## config.mk

```make
export PLATFORM = sky130hd
export DESIGN_NAME = imem_loader
export DESIGN_NICKNAME = d
export VERILOG_FILES = /design/src/rtl/imem_pkg.sv /design/src/rtl/byte_packer.sv /design/src/rtl/imem_loader.sv
export SDC_FILE = /design/constraint.sdc
export NUM_CORES = 1
export LEC_CHECK = 0
export CORE_MARGIN = 2
export CORE_UTILIZATION = 53
export CTS_BUF_LIST = sky130_fd_sc_hd__clkbuf_8
export DETAILED_ROUTE_END_ITERATION = 8
export PLACE_DENSITY = 0.89
export SYNTH_ARGS = -nofsm -noshare
export SYNTH_HDL_FRONTEND = slang
export SYNTH_SLANG_ARGS = --single-unit
```

## constraint.sdc

```tcl
create_clock -name clk -period 2.3 [get_ports clk]
set_input_delay 0.46 -clock clk [delete_from_list [all_inputs] [get_ports clk]]
set_output_delay 0.46 -clock clk [all_outputs]
set_load 0.02 [all_outputs]
```

## src/rtl/imem_pkg.sv

```systemverilog
// Shared constants for the instruction-memory loader: FSM encoding and
// the byte framing of the download stream (header length, word size).
package imem_pkg;

    // Header carries the 16-bit big-endian word count.
    localparam int HDR_BYTES      = 2;
    localparam int N_W            = HDR_BYTES * 8;

    // Program words are 32 bits, sent MSB byte first.
    localparam int BYTES_PER_WORD = 4;
    localparam int WORD_W         = BYTES_PER_WORD * 8;
    localparam int CNT_W          = $clog2(BYTES_PER_WORD);

    // Loader FSM encoding.
    localparam logic [2:0] ST_HDR0 = 3'd0;
    localparam logic [2:0] ST_HDR1 = 3'd1;
    localparam logic [2:0] ST_LOAD = 3'd2;
    localparam logic [2:0] ST_RUN  = 3'd3;
    localparam logic [2:0] ST_ERR  = 3'd4;

endpackage

```

## src/rtl/byte_packer.sv

```systemverilog
// Byte-to-word assembler: shifts bytes in MSB first and raises a one-cycle
// word_ready strobe in the cycle after the last byte of a word arrives.
module byte_packer
    import imem_pkg::*;
(
    input  logic              clk,
    input  logic              rst_n,
    input  logic              clr,
    input  logic              in_valid,
    input  logic [7:0]        in_data,
    output logic              last_byte,
    output logic              word_ready,
    output logic [WORD_W-1:0] word
);

    logic [CNT_W-1:0]  cnt_q,   cnt_d;
    logic [WORD_W-1:0] shift_q, shift_d;
    logic              ready_q, ready_d;

    // Combinational so the parent can decide its next state on the same
    // edge that completes the word.
    assign last_byte  = in_valid && (cnt_q == CNT_W'(BYTES_PER_WORD - 1));
    assign word_ready = ready_q;
    assign word       = shift_q;

    // Next-state: shift/count on each accepted byte, clear drops a partial word.
    always_comb begin
        cnt_d   = cnt_q;
        shift_d = shift_q;
        ready_d = last_byte;
        if (clr) begin
            cnt_d = '0;
        end else if (in_valid) begin
            shift_d = {shift_q[WORD_W-9:0], in_data};
            cnt_d   = cnt_q + 1'b1;
        end
    end

    // Assembler state registers.
    always_ff @(posedge clk or negedge rst_n) begin
        if (!rst_n) begin
            cnt_q   <= '0;
            shift_q <= '0;
            ready_q <= 1'b0;
        end else begin
            cnt_q   <= cnt_d;
            shift_q <= shift_d;
            ready_q <= ready_d;
        end
    end

endmodule

```

## src/rtl/imem_loader.sv

```systemverilog
// Serial program loader: parses a word-count header, writes the following
// words into instruction memory, then releases the processor and hands the
// memory address bus over to it.
module imem_loader
    import imem_pkg::*;
#(
    parameter int MEM_SIZE = 1201,
    parameter int ADDR_W   = 16
) (
    input  logic              clk,
    input  logic              rst_n,
    input  logic [7:0]        rx_data,
    input  logic              rx_valid,
    input  logic              reload,
    input  logic [ADDR_W-1:0] cpu_a,
    output logic [ADDR_W-1:0] mem_a,
    output logic              mem_we,
    output logic [31:0]       mem_wd,
    output logic              cpu_run,
    output logic              load_err
);

    logic [2:0]        state_q, state_d;
    logic [N_W-1:0]    n_q,     n_d;
    logic [ADDR_W-1:0] idx_q,   idx_d;

    logic              pk_valid;
    logic              pk_last;
    logic              pk_ready;
    logic [WORD_W-1:0] pk_word;
    logic [N_W-1:0]    n_full;
    logic              last_word;

    // Reload takes priority over a coincident byte, so it never reaches the packer.
    assign pk_valid  = rx_valid && !reload && (state_q == ST_LOAD);
    assign n_full    = {n_q[N_W-1:8], rx_data};
    assign last_word = (32'(idx_q) + 32'd1) == 32'(n_q);

    byte_packer u_packer (
        .clk        (clk),
        .rst_n      (rst_n),
        .clr        (reload),
        .in_valid   (pk_valid),
        .in_data    (rx_data),
        .last_byte  (pk_last),
        .word_ready (pk_ready),
        .word       (pk_word)
    );

    // Next-state: header parse, load progress and reload handling.
    always_comb begin
        state_d = state_q;
        n_d     = n_q;
        idx_d   = idx_q;
        // A write in flight always retires its index, even alongside reload
        // (reload then overrides the index below).
        if (pk_ready) idx_d = idx_q + 1'b1;
        if (reload) begin
            state_d = ST_HDR0;
            n_d     = '0;
            idx_d   = '0;
        end else begin
            case (state_q)
                ST_HDR0: if (rx_valid) begin
                    n_d     = {rx_data, {(N_W-8){1'b0}}};
                    state_d = ST_HDR1;
                end
                ST_HDR1: if (rx_valid) begin
                    n_d = n_full;
                    if (32'(n_full) > MEM_SIZE) state_d = ST_ERR;
                    else if (n_full == '0)      state_d = ST_RUN;
                    else                        state_d = ST_LOAD;
                end
                // Enter RUN on the edge that launches the final write, so the
                // processor is released in the same cycle as that write.
                ST_LOAD: if (pk_last && last_word) state_d = ST_RUN;
                ST_RUN:  ;
                ST_ERR:  ;
                default: state_d = ST_HDR0;
            endcase
        end
    end

    // Loader state registers.
    always_ff @(posedge clk or negedge rst_n) begin
        if (!rst_n) begin
            state_q <= ST_HDR0;
            n_q     <= '0;
            idx_q   <= '0;
        end else begin
            state_q <= state_d;
            n_q     <= n_d;
            idx_q   <= idx_d;
        end
    end

    assign mem_we   = pk_ready;
    assign mem_wd   = pk_word;
    assign cpu_run  = (state_q == ST_RUN);
    assign load_err = (state_q == ST_ERR);
    // The final write lands while already in RUN; it keeps the bus for that cycle.
    assign mem_a    = (cpu_run && !pk_ready) ? cpu_a : idx_q;

endmodule

```

==> impl_metrics.yaml <==
worst_setup_path:
  reg2reg_slack_ns: 0.10
  path_class: "reg -> out"
  r2r-end: "state_q[0]$_DFFE_PN0P_"
  crit_path_cell_trace: "and3b_2, nor2b_4, buf_12, mux2_2, buf_2"
  crit_required_ns: 1.84
  worstPathArrival_ns: 1.80
  worstSetupStartpoint: "state_q[2]$_DFFE_PN0P_"
  cpMaxStageDelayCell: "dfrtp_1"
  r2r_start: "idx_q[3]$_DFFE_PN0P_"
  reg2reg_depth: 6
  path_max_fanout: 17
  critPathLaunchType: "flop"
  critical_path.endpoint: "mem_a[7]"
  end_kind: "primary output"
  slowest_delay_ns: 0.38
floorplanning:
  core.rowCount: 30
  die_h_um: 86.6
  core_area_mm2: 0.00668
  start_util: 0.541
  die_w_um: 86.6
  ios: 79
  die-area_mm2: 0.00749
timing:
  finalSetupTns_ns: 0
  max-slew-margin-rel: 0.686
  worst_pin_slew_ns: 0.470
  timing.final.crit_period_ns: 2.26
  clock.fmax_mhz: 443
  setup_viol: 0
  rsz0062_at_grt: "yes"
  worst_clock_skew_ns: 0.00662
  hold_viol_final: 0
  slew_violations: 0
  post-route-period-util: 0.982
logic_synthesis:
  yosysMostFrequentCell: "dfrtp_1"
  synthTopCellsByArea: "dfrtp_1, mux2_2, xor2_1"
  synth_top_area_frac: 0.485
  yosysSeqAreaShare: 0.485
  syn_nets: 351
  synthArstFlopShare: 1.00
  syn_avg_cell_area_um2: 11.3
  synth_area_leader_cell: "dfrtp_1"
  synth_common_cells: "dfrtp_1, mux2_2, nor2_1, nand2_1, xor2_1"
  netlist_area_mm2: 0.00361
  synth_warnings: 0
  synth_cells: 321
  ys_ff_latch: 70
  synthDistinctLibCells: 48
  synthFlopType: "dfrtp_1"
  synth_edf_count: 0
placed_design:
  placed_cells: 486
  portBuffers: 78
  routabilityCongestion: 0.903
  hpwl_mm: 6.21
cells_and_area:
  diodes: 0
  area_growth_pct: 31.5
  layout.nets: 447
  instances_no_fill: 502
  layout-drive-gt1-share: 0.270
  fin_util: 0.711
global_routing:
  antenna_found_initial: 0
  grt_max_degree: 71
  track_usage: 0.255
  grt.overflow.total: 0
  grt_pass1_vias: 3138
  grt_first_pass_wirelength_mm: 14.8
routing:
  wirelength_mm: 8.80
  wl_per_cell_um: 17.5
  dr.pass1.iters: 5
  drtAntennaViolNets: 0
  drc: 0
  drt_iter0_drc: 182
  vias_per_cell: 5.97
  vias: 2999
pwr:
  leakagePower_nw: 2.20
  p_total_mw: 3.18
  vdd_drop_max_mv: 0.548
  cellPowerDensity_mw_per_mm2: 670
status:
  status: "completed"
cts:
  clockRootBuffer: "clkbuf_8"
  numCtsBuffers: 9
  clock_latency_ns: 0.34
  cts_tree: "done"
  clock_path_buffers: 2
  h-tree-depth: 3
  cts.sink_count: 70
  clk_pin_slew_worst_paths_ns: 0.07
  ctsHoldBuffers: 0
hold_path:
  hold_class: "in -> async"
job:
  drv_cap: 0
-- metal layers --
| metal | track usage | up-vias | part of all wire |
|---|---|---|---|
| li1 | - | 1356 | - |
| met1 | 0.318 | 1470 | 0.41 |
| met2 | 0.412 | 150 | 0.47 |
| met3 | 0.0867 | 23 | 0.099 |
| met4 | 0.0994 | 0 | 0.019 |
| met5 | 0 | - | 0 |
-- cell type report --
type                    instances  area (um2)
fillers                       490        1930
multi-input cells             230        1750
flip-flops and latches         70        1750
repair buffers                103         908
clock buffers                   9         124
well taps                      80         100
clock inverters                 7        98.8
inverters                       3        11.3
-- through the flow --
stage	setup WS, ns	hold slack [ns]	instance area, um2
after detailed placement	-0.0727	0.496	4590
after CTS	0.00748	0.133	4750
after global placement	0.000443	0.488	4590
after global routing	-0.0250	0.154	4750
after floorplan	0.0215	0.164	3610
final	0.0421	0.120	4750
-- timing repair --
action,in CTS,in global routing
gates cloned,0,0
buffers inserted,0,0
resized for setup,63,5
setup endpoints to repair,16,17
pin swaps,0,0
-- worst min-delay path by stage --
stage | startpoint | end | slack (ns) | depth (start not counted)
after floorplan | rst_n | idx_q[0]$_DFFE_PN0P_ | 0.16 | 0
after global placement | u_packer.word[24]$_DFFE_PN0P_ | u_packer.word[24]$_DFFE_PN0P_ | 0.49 | 1
after detailed placement | u_packer.cnt_q[0]$_DFFE_PN0P_ | u_packer.cnt_q[0]$_DFFE_PN0P_ | 0.50 | 1
after CTS | rst_n | u_packer.word[31]$_DFFE_PN0P_ | 0.13 | 2
after global routing | rst_n | u_packer.word[24]$_DFFE_PN0P_ | 0.15 | 2
final | rst_n | u_packer.word[31]$_DFFE_PN0P_ | 0.12 | 2
-- flip-flops by register name, summed over array words and instances, names as in the netlist --
name / count
u_packer.word_ready: 1
state_q: 3
u_packer.cnt_q: 2
n_q: 16
u_packer.word: 32
idx_q: 16
-- worst max-delay path: cells and delay by family (launching register included) --
| kind | cells | cell delay (ns) |
|---|---|---|
| mux | 1 | 0.34 |
| buf+inv | 2 | 0.32 |
| flops | 1 | 0.38 |
| simple gates | 2 | 0.41 |
-- placed cells by master (no fill, tap or decap), types with 4 or more instances in the layout --
cell type / n
mux2_2: 47
xor2_1: 18
dfrtp_1: 70
a22o_1: 15
nor3_1: 8
nand4_1: 11
nand3_1: 7
or3_1: 5
clkbuf_8: 9
a21oi_1: 4
o21ai_0: 12
buf_4: 23
clkdlybuf4s50_1: 61
nand2_1: 18
nor2_1: 26
buf_2: 16
xnor2_1: 13
-- kinds of logic after synthesis --
logic type | count (synthesis) | share of synthesized area
XOR/XNOR | 31 | 0.0752
AND/OR/NAND/NOR | 101 | 0.152
adder cells (fa/ha/maj) | 2 | 0.00693
multiplexers | 49 | 0.152
buffers and inverters | 21 | 0.0326
AO/OA/AOI/OAI | 47 | 0.0963
flip-flops | 70 | 0.485
-- power breakdown --
group	leakage, nW	internal, mW	switching, mW	total, mW
logic	1.12	0.338	0.310	0.648
registers	0.964	1.34	0.0965	1.43
clock network	0.109	0.614	0.485	1.10
total	2.20	2.29	0.892	3.18
No activity file was read; power rests on OpenSTA's default activity.
